**src/rtl/uart_pkg.sv**
```systemverilog
// Shared UART constants: receiver FSM states, parity-mode codes and oversampling points.
package uart_pkg;

  localparam int unsigned OSR = 16;

  typedef enum logic [2:0] {
    ST_IDLE,
    ST_START,
    ST_DATA,
    ST_PARITY,
    ST_STOP1,
    ST_STOP2,
    ST_BREAK_WAIT
  } rx_state_t;

  localparam logic [1:0] PAR_NONE = 2'b00;
  localparam logic [1:0] PAR_EVEN = 2'b01;
  localparam logic [1:0] PAR_ODD  = 2'b10;

  // Majority window is samples 7..9; a bit period ends after sample OSR-1.
  localparam logic [3:0] SAMPLE_A    = 4'd7;
  localparam logic [3:0] SAMPLE_B    = 4'd8;
  localparam logic [3:0] SAMPLE_C    = 4'd9;
  localparam logic [3:0] SAMPLE_LAST = 4'(OSR - 1);

  function automatic logic maj3(input logic a, input logic b, input logic c);
    return (a & b) | (a & c) | (b & c);
  endfunction

endpackage

```
**src/rtl/uart_baud_tick.sv**
```systemverilog
// Oversample tick generator: down-counter reloading i_div-1 (0 behaves as 1), with a
// synchronous reload used to phase-align ticks to a detected start edge.
module uart_baud_tick #(
  parameter int DIV_WIDTH = 16
) (
  input  logic                 i_clk,
  input  logic                 i_rst_n,
  input  logic [DIV_WIDTH-1:0] i_div,
  input  logic                 i_reload,
  output logic                 o_tick
);

  logic [DIV_WIDTH-1:0] cnt_reg;
  logic [DIV_WIDTH-1:0] reload_val;

  assign reload_val = (i_div == '0) ? '0 : i_div - 1'b1;
  assign o_tick     = (cnt_reg == '0) && !i_reload;

  always_ff @(posedge i_clk or negedge i_rst_n) begin
    if (!i_rst_n) begin
      cnt_reg <= '0;
    end else if (i_reload || (cnt_reg == '0)) begin
      cnt_reg <= reload_val;
    end else begin
      cnt_reg <= cnt_reg - 1'b1;
    end
  end

endmodule

```
**src/rtl/uart_rx_os.sv**
```systemverilog
// 16x oversampling UART receiver with majority vote, runtime parity/stop modes and a
// valid/ready output with sticky overrun. Break detection is enabled by UART_RX_BREAK_DETECT_EN.
module uart_rx_os
  import uart_pkg::*;
#(
  parameter int DATA_WIDTH = 8,
  parameter int DIV_WIDTH  = 16
) (
  input  logic                  i_clk,
  input  logic                  i_rst_n,
  input  logic                  i_rx_serial,
  input  logic [DIV_WIDTH-1:0]  i_baud_div,
  input  logic [1:0]            i_parity_mode,
  input  logic                  i_two_stop,
  input  logic                  i_rx_ready,
  input  logic                  i_err_clr,
  output logic [DATA_WIDTH-1:0] o_rx_data,
  output logic                  o_rx_valid,
  output logic                  o_rx_perr,
  output logic                  o_rx_ferr,
  output logic                  o_overrun,
  output logic                  o_break
);

`ifdef UART_RX_BREAK_DETECT_EN
  localparam bit BREAK_EN = 1'b1;
`else
  localparam bit BREAK_EN = 1'b0;
`endif

  localparam logic [3:0] LAST_BIT = 4'(DATA_WIDTH - 1);

  rx_state_t             state_reg;
  logic [1:0]            sync_reg;
  logic                  rx_prev_reg;
  logic [3:0]            samp_cnt_reg;
  logic [3:0]            bit_cnt_reg;
  logic [3:0]            hi_cnt_reg;
  logic [1:0]            vote_reg;
  logic [DATA_WIDTH-1:0] data_reg;
  logic                  perr_reg;
  logic                  ferr_reg;
  logic                  zero_reg;
  logic [1:0]            par_mode_reg;
  logic                  two_stop_reg;
  logic                  commit_reg;
  logic                  brk_pend_reg;
  logic                  break_reg;

  logic rx_sync, start_edge, tick, bit_maj, frame_zero, par_en, par_exp;

  assign rx_sync    = sync_reg[1];
  assign start_edge = (state_reg == ST_IDLE) && rx_prev_reg && !rx_sync;
  assign bit_maj    = maj3(vote_reg[0], vote_reg[1], rx_sync);
  assign frame_zero = zero_reg & ~bit_maj;
  assign par_en     = (par_mode_reg == PAR_EVEN) || (par_mode_reg == PAR_ODD);
  assign par_exp    = (^data_reg) ^ (par_mode_reg == PAR_ODD);
  assign o_break    = BREAK_EN ? break_reg : 1'b0;

  uart_baud_tick #(.DIV_WIDTH(DIV_WIDTH)) u_tick (
    .i_clk    (i_clk),
    .i_rst_n  (i_rst_n),
    .i_div    (i_baud_div),
    .i_reload (start_edge),
    .o_tick   (tick)
  );

  always_ff @(posedge i_clk or negedge i_rst_n) begin
    if (!i_rst_n) begin
      sync_reg    <= 2'b11;
      rx_prev_reg <= 1'b1;
    end else begin
      sync_reg    <= {sync_reg[0], i_rx_serial};
      rx_prev_reg <= rx_sync;
    end
  end

  always_ff @(posedge i_clk or negedge i_rst_n) begin
    if (!i_rst_n) begin
      state_reg    <= ST_IDLE;
      samp_cnt_reg <= '0;
      bit_cnt_reg  <= '0;
      hi_cnt_reg   <= '0;
      vote_reg     <= 2'b11;
      data_reg     <= '0;
      perr_reg     <= 1'b0;
      ferr_reg     <= 1'b0;
      zero_reg     <= 1'b0;
      par_mode_reg <= PAR_NONE;
      two_stop_reg <= 1'b0;
      commit_reg   <= 1'b0;
      brk_pend_reg <= 1'b0;
    end else begin
      commit_reg   <= 1'b0;
      brk_pend_reg <= 1'b0;
      case (state_reg)
        ST_IDLE: begin
          if (start_edge) begin
            state_reg    <= ST_START;
            samp_cnt_reg <= '0;
            perr_reg     <= 1'b0;
            ferr_reg     <= 1'b0;
            zero_reg     <= 1'b1;
            par_mode_reg <= i_parity_mode;
            two_stop_reg <= i_two_stop;
          end
        end
        ST_BREAK_WAIT: begin
          // Re-arm only after a full bit time of continuous idle line.
          if (tick) begin
            if (!rx_sync) begin
              hi_cnt_reg <= '0;
            end else if (hi_cnt_reg == SAMPLE_LAST) begin
              hi_cnt_reg <= '0;
              state_reg  <= ST_IDLE;
            end else begin
              hi_cnt_reg <= hi_cnt_reg + 1'b1;
            end
          end
        end
        default: begin
          if (tick) begin
            samp_cnt_reg <= samp_cnt_reg + 1'b1;
            if (samp_cnt_reg == SAMPLE_A) vote_reg[0] <= rx_sync;
            if (samp_cnt_reg == SAMPLE_B) vote_reg[1] <= rx_sync;
            if (samp_cnt_reg == SAMPLE_C) begin
              case (state_reg)
                ST_START: if (bit_maj) state_reg <= ST_IDLE;
                ST_DATA: begin
                  data_reg <= {bit_maj, data_reg[DATA_WIDTH-1:1]};
                  zero_reg <= frame_zero;
                end
                ST_PARITY: begin
                  perr_reg <= (bit_maj != par_exp);
                  zero_reg <= frame_zero;
                end
                default: begin
                  ferr_reg <= ferr_reg | ~bit_maj;
                  zero_reg <= frame_zero;
                  // Last stop decided mid-bit: leave half a bit of margin to resync.
                  if ((state_reg == ST_STOP2) || !two_stop_reg) begin
                    if (BREAK_EN && frame_zero) begin
                      brk_pend_reg <= 1'b1;
                      hi_cnt_reg   <= '0;
                      state_reg    <= ST_BREAK_WAIT;
                    end else begin
                      commit_reg <= 1'b1;
                      state_reg  <= ST_IDLE;
                    end
                  end
                end
              endcase
            end
            if (samp_cnt_reg == SAMPLE_LAST) begin
              case (state_reg)
                ST_START: begin
                  state_reg   <= ST_DATA;
                  bit_cnt_reg <= '0;
                end
                ST_DATA: begin
                  if (bit_cnt_reg == LAST_BIT) state_reg <= par_en ? ST_PARITY : ST_STOP1;
                  else                         bit_cnt_reg <= bit_cnt_reg + 1'b1;
                end
                ST_PARITY: state_reg <= ST_STOP1;
                ST_STOP1:  state_reg <= ST_STOP2;
                default: ;
              endcase
            end
          end
        end
      endcase
    end
  end

  always_ff @(posedge i_clk or negedge i_rst_n) begin
    if (!i_rst_n) begin
      o_rx_data  <= '0;
      o_rx_valid <= 1'b0;
      o_rx_perr  <= 1'b0;
      o_rx_ferr  <= 1'b0;
      o_overrun  <= 1'b0;
      break_reg  <= 1'b0;
    end else begin
      break_reg <= brk_pend_reg;
      if (commit_reg && (!o_rx_valid || i_rx_ready)) begin
        o_rx_data  <= data_reg;
        o_rx_perr  <= perr_reg;
        o_rx_ferr  <= ferr_reg;
        o_rx_valid <= 1'b1;
      end else if (o_rx_valid && i_rx_ready) begin
        o_rx_valid <= 1'b0;
      end
      if (commit_reg && o_rx_valid && !i_rx_ready) o_overrun <= 1'b1;
      else if (i_err_clr)                          o_overrun <= 1'b0;
    end
  end

endmodule

```
**config.mk**
```make
export PLATFORM = sky130hd
export DESIGN_NAME = uart_rx_os
export DESIGN_NICKNAME = d
export VERILOG_FILES = /design/src/rtl/uart_pkg.sv /design/src/rtl/uart_baud_tick.sv /design/src/rtl/uart_rx_os.sv
export SDC_FILE = /design/constraint.sdc
export NUM_CORES = 1
export LEC_CHECK = 0
export BUFFER_PORTS_ARGS = -buffer_cell sky130_fd_sc_hd__buf_4
export CORE_MARGIN = 2
export CORE_UTILIZATION = 55
export DETAILED_ROUTE_END_ITERATION = 8
export PLACE_DENSITY = 0.75
export SYNTH_ARGS = -nofsm -noshare
export SYNTH_HDL_FRONTEND = slang
export SYNTH_SLANG_ARGS = --single-unit
export TNS_END_PERCENT = 10
```
**constraint.sdc**
```tcl
create_clock -name i_clk -period 4.89 [get_ports i_clk]
set_input_delay 0.489 -clock i_clk [delete_from_list [all_inputs] [get_ports i_clk]]
set_output_delay 0.489 -clock i_clk [all_outputs]
set_load 0.005 [all_outputs]
```
# After elaboration in Yosys (flattened, before gate mapping)
# Index checks and enable logic that the tools add are counted.
# classes
muxes	41
reduce_logical	39
eq_ne	21
bitwise	10
addsub	5
# op_table
cell	n
$mux 3	11
$logic_not 16->1	2
$mux 16	2
$sub 16x1->16 const B	2
$mux 4	5
$reduce_and 5->1	4
$eq 4x4->1 const B	4
$mux 1	16
$pmux 4 s2	2
$add 4x1->4 const B	3
$pmux 3 s2	2
$pmux 3 s4	1
$reduce_bool 2->1	6
$eq 3x3->1 const B	3
$reduce_and 3->1	3
$eq 4x3->1 const B	2
$ne 2x2->1 const B	4
$reduce_xor 8->1	1
$logic_and 1x1->1	7
$eq 3x2->1 const B	2
$logic_not 1->1	5
$logic_or 1x1->1	4
$ne 2x1->1 const B	2
$pmux 1 s2	2
other kinds (13)	21
# word_totals
reg_bits	62
wordCells	136
output_inout_bits	13

# Depth between registers and ports, before layout
# Gate-level depths: netlist (run 1).
# logic_depth
depth_word	11
mapped_depth	9
mapped_depth_nobuf	7

# Cells and area by module
# Synthesis (run 1) repeated with hierarchy kept, for this count alone.
# hier_totals
hier_cells	344
area_unflattened_um2	3465.8
# by_module_without_submodules
mod	instances	seq_area_each_um2	cells_per_inst	area_per_inst_um2
uart_rx_os	1	1157.4	217	2304.7
uart_baud_tick	1	400.4	127	1161.1

# Worst setup path after synthesis (run 1)
# Ideal clock, no wire load.
# synth_timing
path_type	register to register
startpoint	register u_tick.cnt_reg[0]
endpoint	register hi_cnt_reg[3]
t_required_ps	4824
setup_ps	66
arrival_time_ps	1973
setup_slack_ps	2851
path_stages_with_launch	9
cell_sequence	dfrtp_1 > inv_1 > ha_1 > nor2b_1 > nand4_1 > or3_1 > buf_2 > o41ai_2 > a22o_1
# synth_between
elab_chain_len	3
# synth_lines
element	line_no	text
start, declared	uart_baud_tick.sv:13	logic [DIV_WIDTH-1:0] cnt_reg;
start signal, assigned	uart_baud_tick.sv:23	cnt_reg <= reload_val;
start signal, assigned	uart_baud_tick.sv:25	cnt_reg <= cnt_reg - 1'b1;
$logic_not 16->1	uart_baud_tick.sv:17	assign o_tick = (cnt_reg == '0) && !i_reload;
$logic_and 1x1->1	uart_baud_tick.sv:17	
$reduce_and 2->1 (no source line)	n/a	
end signal, assigned	uart_rx_os.sv:117	hi_cnt_reg <= hi_cnt_reg + 1'b1;
end, declared	uart_rx_os.sv:38	logic [3:0] hi_cnt_reg;
# No other way between the ends.
# A chain may end at the register's enable or synchronous reset.

# Worst setup path in the final report (run 1)
# layout_timing
startpoint	register u_tick.cnt_reg[0]
endpoint	register u_tick.cnt_reg[12]
# layout_between
elab_chain_len	3
elab_cells_between_ends	4
# layout_lines
element	line_no	text
branches (longest 2 deep; another with $sub 16x1->16)	n/a	
$mux 16 (*)	uart_baud_tick.sv:22	end else if (i_reload || (cnt_reg == '0)) begin
# Every way passes the cells marked *.

==> impl_metrics.ini, run 1 <==
[worst_hold_path]
hold_path_class = in -> async

[yosys]
synth_edf_count = 0
syn-mean-instance-area_um2 = 10.0
async_reset_ff_share_pct = 100
synth_area_mm2 = 0.00349
yosys_warnings = 0
seq_area_frac_synth_pct = 44.6
syn_inst = 348
postSynthRegisterBits = 62
synth_top_flop_cell = dfrtp_1
synth_cell_types = 56
syn_nets = 380

[layout]
nNetsFinal = 410
drive_above_1_share_pct = 22.7
largest_reg_flops = 16
final_cells = 460
num-fill-cells = 501
multi_input_area_mm2 = 0.00181
seqCellArea_mm2 = 0.00156
syn_to_final_growth_pct = 14.7
diodes = 0

[worst_setup_path]
critPathLaunchType = register
r2r-start = u_tick.cnt_reg[0]
r2r_slack_ns = 2.38
critPathKind = reg -> reg
cp-end-kind = register
reg2regPathDepth = 7
r2r-end = u_tick.cnt_reg[12]
crit_required_ns = 5.14
worstPathArrival_ns = 2.76
cp_max_fo = 24

[global_routing]
grt_pass1_vias = 2521
globalRouteOverflowTotal = 0
grt_max_degree = 63
grt_usage_pct = 19.5
grt_pass1_wl_mm = 11.1
grt_antenna_before_repair = 0

[pwr]
ir_drop_mv = 0.267
leakagePower_nw = 1.78
pwr_density_cell_mw_per_mm2 = 357
p_clk_share_pct = 35.8
swShare_pct = 27.8
p_switching_mw = 0.399
seqPwrFrac_pct = 46.5
combPwrFrac_pct = 17.8
intPower_mw = 1.03

[die]
die-width_um = 83.7
die-area_mm2 = 0.00700
die_y_um = 83.7
io_pins = 37
start_util_pct = 56.0
core_region_area_mm2 = 0.00624
rows = 29

[place]
hpwl_mm = 4.65
dpl.cell_count = 444
place_congestion = 0.855
io_buffers = 35

[route]
vias_per_cell = 5.70
drtIter0Drc = 187
routedWlPerCell_um = 14.1
finalWirelength_mm = 6.48
vias = 2620
drtAntennaViolNets = 0
first_pass_iters = 4
drcViolationCount = 0

[timing]
fmax_mhz = 398
skew_ns = 0.00744
finalMaxSlewViolations = 0
setup_tns_ns = 0
final_hold_viol_count = 0
slew-limit-headroom_pct = 49.0
period_share_pct = 51.4
rsz0062_at_grt = false
tightest_slew_ns = 0.766
setup_viol = 0
min_period_ns = 2.51

[cts]
postCtsSetupRepairBufs = 0
path_clk_slew_ns = 0.07
cts.path.max_buffers = 2
cts_buffers = 9
clk_latency_ns = 0.33
htree_levels = 3
cts_hold_buffers = 0
cts_tree = built
cts.sinks = 62
ctsResizeCount = 0
cts_root_buffer = clkbuf_8

[outcome]
status = finished, final reports clean

[run]
drv_cap = 0
==> worst max-delay path by stage <==
stage	start	endpoint	slack [ns]	cells past startpoint
6_report	u_tick.cnt_reg[0]	u_tick.cnt_reg[12]	2.38	7
5_1_grt	u_tick.cnt_reg[0]	u_tick.cnt_reg[13]	2.15	7
4_1_cts	u_tick.cnt_reg[0]	u_tick.cnt_reg[12]	2.37	7
3_5_place_dp	u_tick.cnt_reg[0]	u_tick.cnt_reg[12]	2.41	7
3_3_place_gp	i_baud_div[8]	u_tick.cnt_reg[4]	2.53	6
2_1_floorplan	u_tick.cnt_reg[0]	hi_cnt_reg[3]	2.85	8
==> cell usage in the layout (no fill, tap or decap), types with 2 or more instances in the layout <==
| master | instances |
|---|---|
| and2_1 | 3 |
| a22o_1 | 2 |
| dfrtp_1 | 57 |
| xnor2_1 | 23 |
| or3_1 | 9 |
| nor3_1 | 10 |
| mux2_2 | 22 |
| nand3_1 | 9 |
| inv_1 | 12 |
| and3b_1 | 2 |
| nand2_1 | 34 |
| ha_1 | 8 |
| maj3_1 | 2 |
| nand4_1 | 3 |
| nor4_2 | 2 |
| a21oi_1 | 10 |
| mux2i_1 | 2 |
| xor2_1 | 13 |
| nand3b_1 | 2 |
| o21ai_0 | 14 |
| o22ai_1 | 12 |
| or4_1 | 2 |
| nor2_1 | 20 |
| o31ai_1 | 5 |
| bufinv_16 | 2 |
| o21a_1 | 2 |
| a21o_1 | 3 |
| dfstp_2 | 5 |
| clkbuf_8 | 11 |
| nor2b_1 | 3 |
| nor4_1 | 8 |
| buf_4 | 35 |
| o41ai_1 | 2 |
| nand4b_1 | 4 |
| nand2b_1 | 7 |
==> through the flow <==
stage,cell area (µm²),hold WS (ns),setup slack [ns],power [mW],utilization (%)
floorplan,3490,0.193,2.85,0.848,-
global placement,3770,0.347,2.53,0.916,60.5
detailed placement,3770,0.350,2.41,0.924,60.5
CTS,4010,0.247,2.37,1.44,64.2
global route,4010,0.245,2.15,1.51,64.2
finish,4010,0.215,2.38,1.43,64.2
==> cell type report <==
class | count | area share, %
Multi-Input combinational cell | 258 | 45.2
Timing Repair Buffer | 35 | 6.56
Clock buffer | 11 | 3.78
Clock inverter | 5 | 2.03
Inverter | 12 | 1.12
Tap cell | 77 | 2.40
Sequential cell | 62 | 38.9
==> cells in the mapped netlist, drive strengths merged (3+ instances only) <==
cell type | n | area share (%)
mux2 | 22 | 7.1
a21o | 3 | 0.64
ha | 8 | 2.9
a21oi | 10 | 1.4
nand4b | 4 | 1.0
o22ai | 12 | 2.1
inv | 12 | 1.3
nand3 | 9 | 1.3
dfstp | 5 | 3.8
nor4 | 10 | 2.1
nand2b | 7 | 1.3
or3 | 10 | 1.9
o41ai | 3 | 0.97
nor2b | 3 | 0.54
o21ai | 15 | 2.5
buf | 7 | 1.3
o31ai | 5 | 1.1
nand2 | 34 | 3.7
xor2 | 13 | 3.3
nor2 | 20 | 2.1
nor3 | 10 | 1.4
clkbuf | 9 | 0.97
xnor2 | 23 | 5.8
dfrtp | 57 | 41
and2 | 3 | 0.54
nand4 | 3 | 0.54
==> worst max-delay path: stages, from the launching register on <==
cell and delay (ns):
dfrtp_1 0.42, inv_1 0.07, ha_1 0.20, nor2b_1 0.21, nand4_1 0.28, o21ai_4 0.59
nand2_1 0.38, o22ai_1 0.27
==> per-layer routing <==
layer / vias to the layer above / wire, µm / GRT usage, %
met5: - / 0 / 0
met4: 0 / 116 / 7.62
met3: 10 / 360 / 4.15
met2: 71 / 3050 / 32.1
met1: 1229 / 2950 / 25.3
li1: 1310 / - / -
==> power groups by stage <==
| stage | registers (mW) | clock network [mW] | logic [mW] |
|---|---|---|---|
| after floorplan | 0.655 | 0 | 0.193 |
| after global placement | 0.669 | 0 | 0.247 |
| after detailed placement | 0.671 | 0 | 0.253 |
| after CTS | 0.663 | 0.521 | 0.255 |
| after global routing | 0.677 | 0.542 | 0.288 |
| final | 0.666 | 0.512 | 0.254 |
==> logic make-up after synthesis <==
| kind of cell | Yosys count | synth area share, % |
|---|---|---|
| and+or+nand+nor | 126 | 19.8 |
| DFF | 62 | 44.6 |
| AOI/OAI and AO/OA | 61 | 11.8 |
| xor gates and xnor gates | 36 | 9.03 |
| buffers and inverters | 28 | 3.51 |
| muxes | 24 | 7.67 |
| adders and majority gates | 10 | 3.44 |
| other | 1 | 0.107 |
Note: power is estimated with default switching activity, not from simulation.
==> run 2: changes to the inputs <==
--- a/config.mk
+++ b/config.mk
@@ -5,11 +5,12 @@
 export SDC_FILE = /design/constraint.sdc
 export NUM_CORES = 1
 export LEC_CHECK = 0
+export ABC_AREA = 1
 export BUFFER_PORTS_ARGS = -buffer_cell sky130_fd_sc_hd__buf_4
 export CORE_MARGIN = 2
-export CORE_UTILIZATION = 55
+export CORE_UTILIZATION = 54
 export DETAILED_ROUTE_END_ITERATION = 8
-export PLACE_DENSITY = 0.75
+export PLACE_DENSITY = 0.77
 export SYNTH_ARGS = -nofsm -noshare
 export SYNTH_HDL_FRONTEND = slang
 export SYNTH_SLANG_ARGS = --single-unit
==> constraint.sdc (replaced) <==
create_clock -name i_clk -period 2.2 [get_ports i_clk]
set_input_delay 0.22 -clock i_clk [delete_from_list [all_inputs] [get_ports i_clk]]
set_output_delay 0.22 -clock i_clk [all_outputs]
set_load 0.005 [all_outputs]
==> impl_metrics.ini, run 2 <==
[pwr]
pwr_density_cell_mw_per_mm2 = 885
leakagePower_nw = 2.12
seqPwrFrac_pct = 40.9
ir_drop_mv = 0.391
swShare_pct = 35.7
intPower_mw = 2.46
p_switching_mw = 1.36
p_total_mw = 3.82
p_clk_share_pct = 30.0
combPwrFrac_pct = 29.1

[place]
dpl.cell_count = 613
hpwl_mm = 5.72
place_congestion = 0.905
io_buffers = 35

[timing]
rsz0062_at_grt = false
setup_tns_ns = 0
min_period_ns = 1.91
timing.hold.ws_ns = 0.0714
fmax_mhz = 524
finalMaxSlewViolations = 0
slew-limit-headroom_pct = 48.4
setup_viol = 0
period_share_pct = 86.7
skew_ns = 0.0132
final_hold_viol_count = 0
tightest_slew_ns = 0.775

[yosys]
synth_top_area_share_pct = 38.2
postSynthRegisterBits = 62
synth_cell_types = 39
async_reset_ff_share_pct = 100
synth_common_cells = 146 x nand2_1, 62 x inv_1, 57 x dfrtp_1
synth_edf_count = 0
syn_inst = 503
synthTopCellsByArea = dfrtp_1 38%, nand2_1 15%, inv_1 6.2%
syn-mean-instance-area_um2 = 7.43
synth_most_common_cell = nand2_1
yosys_warnings = 0
synth_top_flop_cell = dfrtp_1
syn_nets = 535
synth_area_mm2 = 0.00374
seq_area_frac_synth_pct = 41.7
synth_area_leader_cell = dfrtp_1

[layout]
fin_util_pct = 63.9
num-fill-cells = 588
largest_reg_flops = 16
mostFrequentLayoutCells = 146 x nand2_1, 62 x inv_1, 57 x dfrtp_1, 52 x nor2_1, 43 x o21ai_0
diodes = 0
syn_to_final_growth_pct = 15.5
nNetsFinal = 578
drive_above_1_share_pct = 16.2
final_common_cell = nand2_1
final_cells = 631

[worst_setup_path]
crit_required_ns = 2.46
cp_max_fo = 8
worstPathArrival_ns = 2.16
cp-end-kind = register
critPathKind = reg -> reg
critPathLaunchType = register

[cts]
htree_levels = 3
cts_hold_buffers = 2
cts_root_buffer = clkbuf_8
path_clk_slew_ns = 0.07
ctsResizeCount = 0
cts_tree = built
cts.sinks = 62
cts_buffers = 9
postCtsSetupRepairBufs = 0
clk_latency_ns = 0.35
cts.path.max_buffers = 2

[route]
finalWirelength_mm = 7.62
drtIter0Drc = 137
vias_per_cell = 5.19
drtAntennaViolNets = 0
first_pass_iters = 4
drcViolationCount = 0
vias = 3278
routedWlPerCell_um = 12.1

[die]
die_y_um = 87.2
start_util_pct = 55.3
io_pins = 37
die-area_mm2 = 0.00760
core_region_area_mm2 = 0.00676
rows = 30
die-width_um = 87.2

[global_routing]
grt_antenna_before_repair = 0
grt_pass1_wl_mm = 13.2
globalRouteOverflowTotal = 0
grt_pass1_vias = 3111
grt_usage_pct = 21.9
grt_max_degree = 63

[run]
drv_cap = 0

[worst_hold_path]
hold_path_class = in -> reg

[outcome]
status = finished, final reports clean
==> run 2: cell count changes after synthesis, moves of 8 or more <==
cell	delta
nand2_1	+112
inv_1	+50
nor2_1	+32
o21ai_0	+29
nand3_1	+24
mux2_2	-21
xnor2_1	-17
or3_1	-9
clkbuf_1	-8
o21ai_2	+8
==> run 2: logic make-up after synthesis <==
family	share of synthesized area, %
xor gates and xnor gates	5.16
AOI/OAI and AO/OA	10.2
other	0.100
DFF	41.7
muxes	0.301
adders and majority gates	2.68
buffers and inverters	8.04
and+or+nand+nor	31.8
==> run 2: worst paths after layout <==
kind                                        start         endpoint  slack, ns  depth (start not counted)
max in group asynchronous                 i_rst_n  samp_cnt_reg[3]       1.19                          2
min in group asynchronous                 i_rst_n     state_reg[1]       0.49                          2
worst min register to register        sync_reg[0]      sync_reg[1]       0.36                          0
worst min-delay path                    i_err_clr        o_overrun       0.07                          2
worst max-delay path            u_tick.cnt_reg[0]   bit_cnt_reg[0]       0.29                          8
worst max register to register  u_tick.cnt_reg[0]   bit_cnt_reg[0]       0.29                          8
==> run 2: stage by stage <==
| stage | setup WS (ns) | instance area (µm²) |
|---|---|---|
| finish | 0.292 | 4320 |
| global route | 0.0509 | 4320 |
| CTS | 0.285 | 4320 |
| floorplan | 0.514 | 3740 |
| global placement | 0.353 | 4070 |
| detailed placement | 0.289 | 4070 |
==> run 2: metal layers <==
metal	vias to the layer above	GRT usage [%]	wire, µm
li1	1687	-	-
met1	1505	26.3	3380
met2	72	38.9	3810
met3	14	4.36	289
met4	0	8.11	150
met5	-	0	0
==> run 2: cell type report <==
cell class | count | area, µm² | share of cell area [%]
inverters | 66 | 251 | 5.83
clock buffers | 10 | 138 | 3.19
multi-input cells | 368 | 1880 | 43.5
repair buffers | 39 | 298 | 6.90
clock inverters | 6 | 93.8 | 2.17
well taps | 80 | 100 | 2.32
flip-flops and latches | 62 | 1560 | 36.1
==> run 2: worst max-delay path: stages, from the launching register on <==
cell and delay, ns:
dfrtp_1 0.38, inv_1 0.08, ha_1 0.20, nand2_2 0.12, nor2_2 0.18, nand2_2 0.14
nor2_1 0.28, nand4_2 0.23, o21ai_0 0.22
==> run 2: power by group through the flow <==
| stage | clock, mW | combinational [mW] | sequential [mW] |
|---|---|---|---|
| global placement | 0 | 1.08 | 1.57 |
| floorplan | 0 | 0.849 | 1.54 |
| CTS | 1.16 | 1.12 | 1.56 |
| global route | 1.22 | 1.28 | 1.60 |
| detailed placement | 0 | 1.10 | 1.58 |
| finish | 1.15 | 1.11 | 1.56 |
